--- src/rtl/prog_loader.sv ---
// Command-memory loader: packs a 32-bit word stream (most-significant word first) into commands
// and writes them into processor command memory while the processor is held in reset.
// Optional running-XOR checksum of the accepted words is built when PROG_LOADER_CHECKSUM_EN is defined.
module prog_loader #(
    parameter int unsigned CMD_W  = 128,
    parameter int unsigned WORD_W = 32,
    parameter int unsigned ADDR_W = 8
) (
    input  logic              clk,
    input  logic              reset,
    input  logic              start,
    input  logic [ADDR_W-1:0] start_addr,
    input  logic [ADDR_W:0]   num_cmds,
    input  logic              abort,
    input  logic [WORD_W-1:0] in_data,
    input  logic              in_valid,
    output logic              in_ready,
    output logic              write_prog_enable,
    output logic [ADDR_W-1:0] cmd_addr,
    output logic [CMD_W-1:0]  cmd_data,
    output logic              proc_reset,
    output logic              done,
    output logic              error,
    output logic [WORD_W-1:0] checksum
);

    localparam int unsigned BEATS = CMD_W / WORD_W;
    localparam int unsigned CNT_W = (BEATS > 1) ? $clog2(BEATS) : 1;
    localparam int unsigned IDX_W = ADDR_W + 1;

    typedef enum logic [1:0] {
        S_IDLE,
        S_LOAD,
        S_FLUSH,
        S_DONE
    } state_t;

    state_t             r_state;
    state_t             w_next;
    logic [ADDR_W-1:0]  r_start_addr;
    logic [IDX_W-1:0]   r_num_cmds;
    logic [IDX_W-1:0]   r_idx;
    logic [CNT_W-1:0]   r_word_cnt;
    logic [CMD_W-1:0]   r_asm;

    logic               w_start_acc;
    logic               w_abort_acc;
    logic               w_beat;
    logic               w_cmd_end;
    logic               w_final;
    logic [IDX_W-1:0]   w_idx_next;
    logic [CMD_W-1:0]   w_asm_next;

    assign w_start_acc = (r_state == S_IDLE) && start;
    assign w_abort_acc = abort && ((r_state == S_LOAD) || (r_state == S_FLUSH));
    assign w_beat      = (r_state == S_LOAD) && in_valid && in_ready && !abort;
    assign w_cmd_end   = w_beat && (r_word_cnt == CNT_W'(BEATS - 1));
    assign w_idx_next  = r_idx + IDX_W'(1);
    assign w_final     = w_cmd_end && (w_idx_next == r_num_cmds);
    assign w_asm_next  = CMD_W'({r_asm, in_data});

    // Next state; an empty load also passes through FLUSH so done lands two cycles after start
    always_comb begin
        w_next = r_state;
        case (r_state)
            S_IDLE: begin
                if (start) begin
                    w_next = (num_cmds == '0) ? S_FLUSH : S_LOAD;
                end
            end
            S_LOAD: begin
                if (abort) begin
                    w_next = S_IDLE;
                end else if (w_final) begin
                    w_next = S_FLUSH;
                end
            end
            S_FLUSH: w_next = abort ? S_IDLE : S_DONE;
            S_DONE:  w_next = S_IDLE;
            default: w_next = S_IDLE;
        endcase
    end

    always_ff @(posedge clk or posedge reset) begin
        if (reset) begin
            r_state           <= S_IDLE;
            r_start_addr      <= '0;
            r_num_cmds        <= '0;
            r_idx             <= '0;
            r_word_cnt        <= '0;
            r_asm             <= '0;
            in_ready          <= 1'b0;
            write_prog_enable <= 1'b0;
            cmd_addr          <= '0;
            cmd_data          <= '0;
            proc_reset        <= 1'b1;
            done              <= 1'b0;
            error             <= 1'b0;
        end else begin
            r_state           <= w_next;
            in_ready          <= (w_next == S_LOAD);
            write_prog_enable <= w_cmd_end;
            done              <= (w_next == S_DONE);
            error             <= w_abort_acc;

            if (w_start_acc) begin
                r_start_addr <= start_addr;
                r_num_cmds   <= num_cmds;
                r_idx        <= '0;
                r_word_cnt   <= '0;
                proc_reset   <= 1'b1;
            end

            if (w_beat) begin
                r_asm      <= w_asm_next;
                r_word_cnt <= (r_word_cnt == CNT_W'(BEATS - 1)) ? '0 : r_word_cnt + CNT_W'(1);
            end

            if (w_cmd_end) begin
                cmd_data <= w_asm_next;
                cmd_addr <= r_start_addr + r_idx[ADDR_W-1:0];
                r_idx    <= w_idx_next;
            end

            if (w_next == S_DONE) begin
                proc_reset <= 1'b0;
            end
        end
    end

`ifdef PROG_LOADER_CHECKSUM_EN
    logic [WORD_W-1:0] r_checksum;

    // Running XOR of accepted words; no beats occur in DONE so the value stays frozen there
    always_ff @(posedge clk or posedge reset) begin
        if (reset) begin
            r_checksum <= '0;
        end else if (w_start_acc) begin
            r_checksum <= '0;
        end else if (w_beat) begin
            r_checksum <= r_checksum ^ in_data;
        end
    end

    assign checksum = r_checksum;
`else
    assign checksum = '0;
`endif

endmodule

--- config.mk ---
export PLATFORM = sky130hd
export DESIGN_NAME = prog_loader
export DESIGN_NICKNAME = d
export VERILOG_FILES = /design/src/rtl/prog_loader.sv
export SDC_FILE = /design/constraint.sdc
export NUM_CORES = 1
export LEC_CHECK = 0
export ABC_AREA = 1
export CORE_MARGIN = 2
export CORE_UTILIZATION = 50
export CTS_CLUSTER_SIZE = 14
export DETAILED_ROUTE_END_ITERATION = 10
export PLACE_DENSITY = 0.79
export SYNTH_ARGS = -nofsm -noshare
export SYNTH_HDL_FRONTEND = slang
export SYNTH_SLANG_ARGS = --single-unit
--- constraint.sdc ---
create_clock -name clk -period 19.4 [get_ports clk]
set_input_delay 1.94 -clock clk [delete_from_list [all_inputs] [get_ports clk]]
set_output_delay 1.94 -clock clk [all_outputs]
set_load 0.005 [all_outputs]
==> metrics.md <==
| Metric | Value |
|---|---|
| Post-synth EDFFs | 0 |
| Routed Antenna Nets | 0 |
| Synth top cells by count | nand2_1 (448), dfrtp_1 (266), o21ai_0 (184), inv_1 (106), clkbuf_1 (42) |
| Mapped Area | 10800 um^2 |
| Switching share of power | between 20% and 30% |
| Final Hold Vio Count | 0 |
| Largest net degree at the start of global routing | roughly 130 |
| #FFs+latches synth | 267 |
| Period utilization | approximately a quarter |
| Count leader, synth | nand2_1 |
| Worst reg2reg path endpoint | cmd_data[105] |
| FP Rows | 53 |
| Max-slew violation count | 0 |
| Syn. warnings | 0 |
| # placed instances | 1599 |
| Final wirelength | 24.6 mm |
| Combinational fraction of design power | 17.0% |
| Hold depth | 2 |
| Port Buffers | 194 |
| Worst slew pin tran | 1170 ps |
| CTS tree | built |
| I/O pins | between 200 and 250 |
| Class of the worst hold path | reg2reg |
| Worst R2R Start | r_state[1] |
| Main flop type after synthesis | dfrtp_1 |
| Layout cells sized above 1 | 4.44% |
| Seq/Total Area, Yosys | approximately 62% |
| Ant diodes | 0 |
| Clock share of power | between 30% and 40% |
| CP Capture Type | flop |
| Fin cells | 1649 |
| Clk_skew | about 14 ps |
| Clock tree sinks | 267 |
| Pwr dens | 110 nW/um^2 |
| Area grow syn2layout | 26.3% |
| WHS Endpoint | cmd_data[101] |
| Die area | 22800 um^2 |
| Worst Hold Launch | cmd_data[101] |
| MaxCap Viol Count | 0 |
| Overflow after GRT | 0 |
| Post-CTS Hold Buffers | 0 |
| Post-Syn Area per Cell | 9.12 um^2 |
| Max incr delay on CP | approximately 740 ps |
| Slew HR | 22.2% |
| Psw | 431 uW |
| Core Area | 21100 um^2 |
| Internal | 1.07 mW |
| Drt initial violations | 604 |
| Share of the synthesized area in the top cell type | 61.7% |
| Slowest cell on the critical path | buf_4 |
| Root Buffer | clkbuf_16 |
| Initial Util | between 50% and 60% |
| DR WL/cell | 14.9 um |
| Placer congestion estimate | 0.830 |
| First-pass GRT wire length | 39.8 mm |
| Reg clk slew, reported paths | 60 ps |
| Worst path required time | ~20000 ps |
| Clk buf depth | 3 |
| Final worst hold slack | 471 ps |
| Core Util, Final | 64.6% |
| GRT Total Usage | 21.8% |
| LEAKAGE | 6.64 nW |
| Initial antenna violation count | 1 |
| R2R setup slack | 16050 ps |
| # nets final | around 1400 |
| FFs w/ async S/R, synth | 100% |
| Setup crit start kind | input port |
| DIE WIDTH | between 150 and 200 um |
| Maximum fanout along the worst path | 127 |
| Remaining DRCs | 0 |
| Outcome | finished clean |
| Yosys top cell by area | dfrtp_1 |
| Fmax | 217 MHz |
| Setup tns final | 0 ps |
| Cts bufs inserted | 27 |
| Synth area leaders | dfrtp_1 (62%), nand2_1 (16%), o21ai_0 (8.5%) |
| H-tree depth | 1 |
| RSZ-0062 raised after global routing | no |
| Arrival @ worst endpoint | 4960 ps |
| Die height | approximately 150 um |
| Skew-Pair Late Insertion Delay | about 530 ps |
| Dpl hpwl | 15.7 mm |
| # setup viols final | 0 |
| VDD IR max | 0.0000678 V |
| Sequential fraction of design power | between 50% and 60% |
| Minimum clock period | about 4600 ps |
| Mapped Cells | 1183 |
| Post-CTS resize count | 0 |
| Critical path type | in2reg |
| Distinct cells, synth | 33 |
| Post-CTS Setup Inserts | 0 |
| DR vias/cell | approximately 4.9 |
| Reg2Reg Depth | 9 |
| PnR worst setup slack | 14800 ps |
| Worst slack, placed | 14280 ps |
| Number of global-route vias before repair | 7875 |
| Router iterations before antenna repair | 5 |
| Via count | 8156 |
| CP Cell Sequence | clkdlybuf4s50_1 > inv_1 > nand2_1 > nor3_2 > buf_4 > inv_6 > buf_4 > nand2_1 > o21ai_0 |
-- sequential cells by signal, summed over array words and instances, names as in the netlist --
name	flops
cmd_addr	8
cmd_data	128
done	1
error	1
in_ready	1
proc_reset	1
r_asm	96
r_idx	9
r_num_cmds	9
r_start_addr	8
r_state	2
r_word_cnt	2
write_prog_enable	1
-- power by group through the flow --
stage          logic, mW  clock network [mW]  registers [mW]
6_report           0.255               0.493           0.750
3_3_place_gp       0.243                   0           0.752
5_1_grt            0.302               0.529           0.764
2_1_floorplan      0.182                   0           0.742
3_5_place_dp       0.255                   0           0.757
4_1_cts            0.259               0.505           0.748
-- placed cells by master (no fill, tap or decap), types with 5 or more instances in the layout --
cell type and n:
a21oi_1 5, buf_4 5, clkbuf_1 8, clkbuf_16 27
clkdlybuf4s50_1 194, clkinv_2 7, conb_1 32, dfrtp_1 266
ha_1 13, inv_1 103, nand2_1 448, nand3_1 25
nor2_1 11, o21ai_0 184, xor2_1 5
-- cell families (layout without fill, tap and decap cells) --
| group | after synthesis | in the layout | share of synthesized area [%] |
|---|---|---|---|
| XOR/XNOR | 6 | 6 | 0.487 |
| flip-flops | 267 | 267 | 62.0 |
| AO/OA/AOI/OAI | 199 | 199 | 9.51 |
| buffers and inverters | 195 | 355 | 8.10 |
| AND/OR/NAND/NOR | 501 | 501 | 18.2 |
| adder cells (fa/ha/maj) | 14 | 14 | 1.69 |
| other | 1 | 32 | 0.0348 |
-- final cells by class --
class	count	area [um^2]
well taps	275	344
multi-input cells	752	3360
fillers	1687	7470
flip-flops and latches	267	6680
clock buffers	38	747
inverters	106	410
clock inverters	12	97.6
repair buffers	199	1980
-- worst max-delay path by stage --
stage,from,to,slack [ps],cells past startpoint
final,abort,cmd_data[105],14800,9
after global routing,abort,cmd_data[112],14590,8
after CTS,abort,cmd_data[105],14830,9
after detailed placement,abort,cmd_data[115],14280,8
after global placement,abort,cmd_data[113],14420,8
after floorplan,reset,cmd_addr[0],10110,1
-- per-stage QoR --
| stage | total power [mW] | cell area (um^2) |
|---|---|---|
| detailed placement | 1.01 | 12800 |
| global route | 1.60 | 13600 |
| global placement | 0.996 | 12800 |
| floorplan | 0.925 | 10900 |
| finish | 1.50 | 13600 |
| CTS | 1.51 | 13600 |
-- critical path, delay by kind of cell --
family / cells / cell delay [ps]
AOI/OAI and AO/OA: 1 / 110
buffers and inverters: 5 / 2220
and+or+nand+nor: 3 / 580
-- layer usage --
| layer | up-vias | track usage (%) | part of all wire, % |
|---|---|---|---|
| li1 | 3974 | - | - |
| met1 | 3890 | 30.1 | 43 |
| met2 | 248 | 35.2 | 48 |
| met3 | 42 | 4.34 | 5.9 |
| met4 | 2 | 6.64 | 2.9 |
| met5 | - | 0 | 0.057 |
Power figures use the tool's default switching activity.
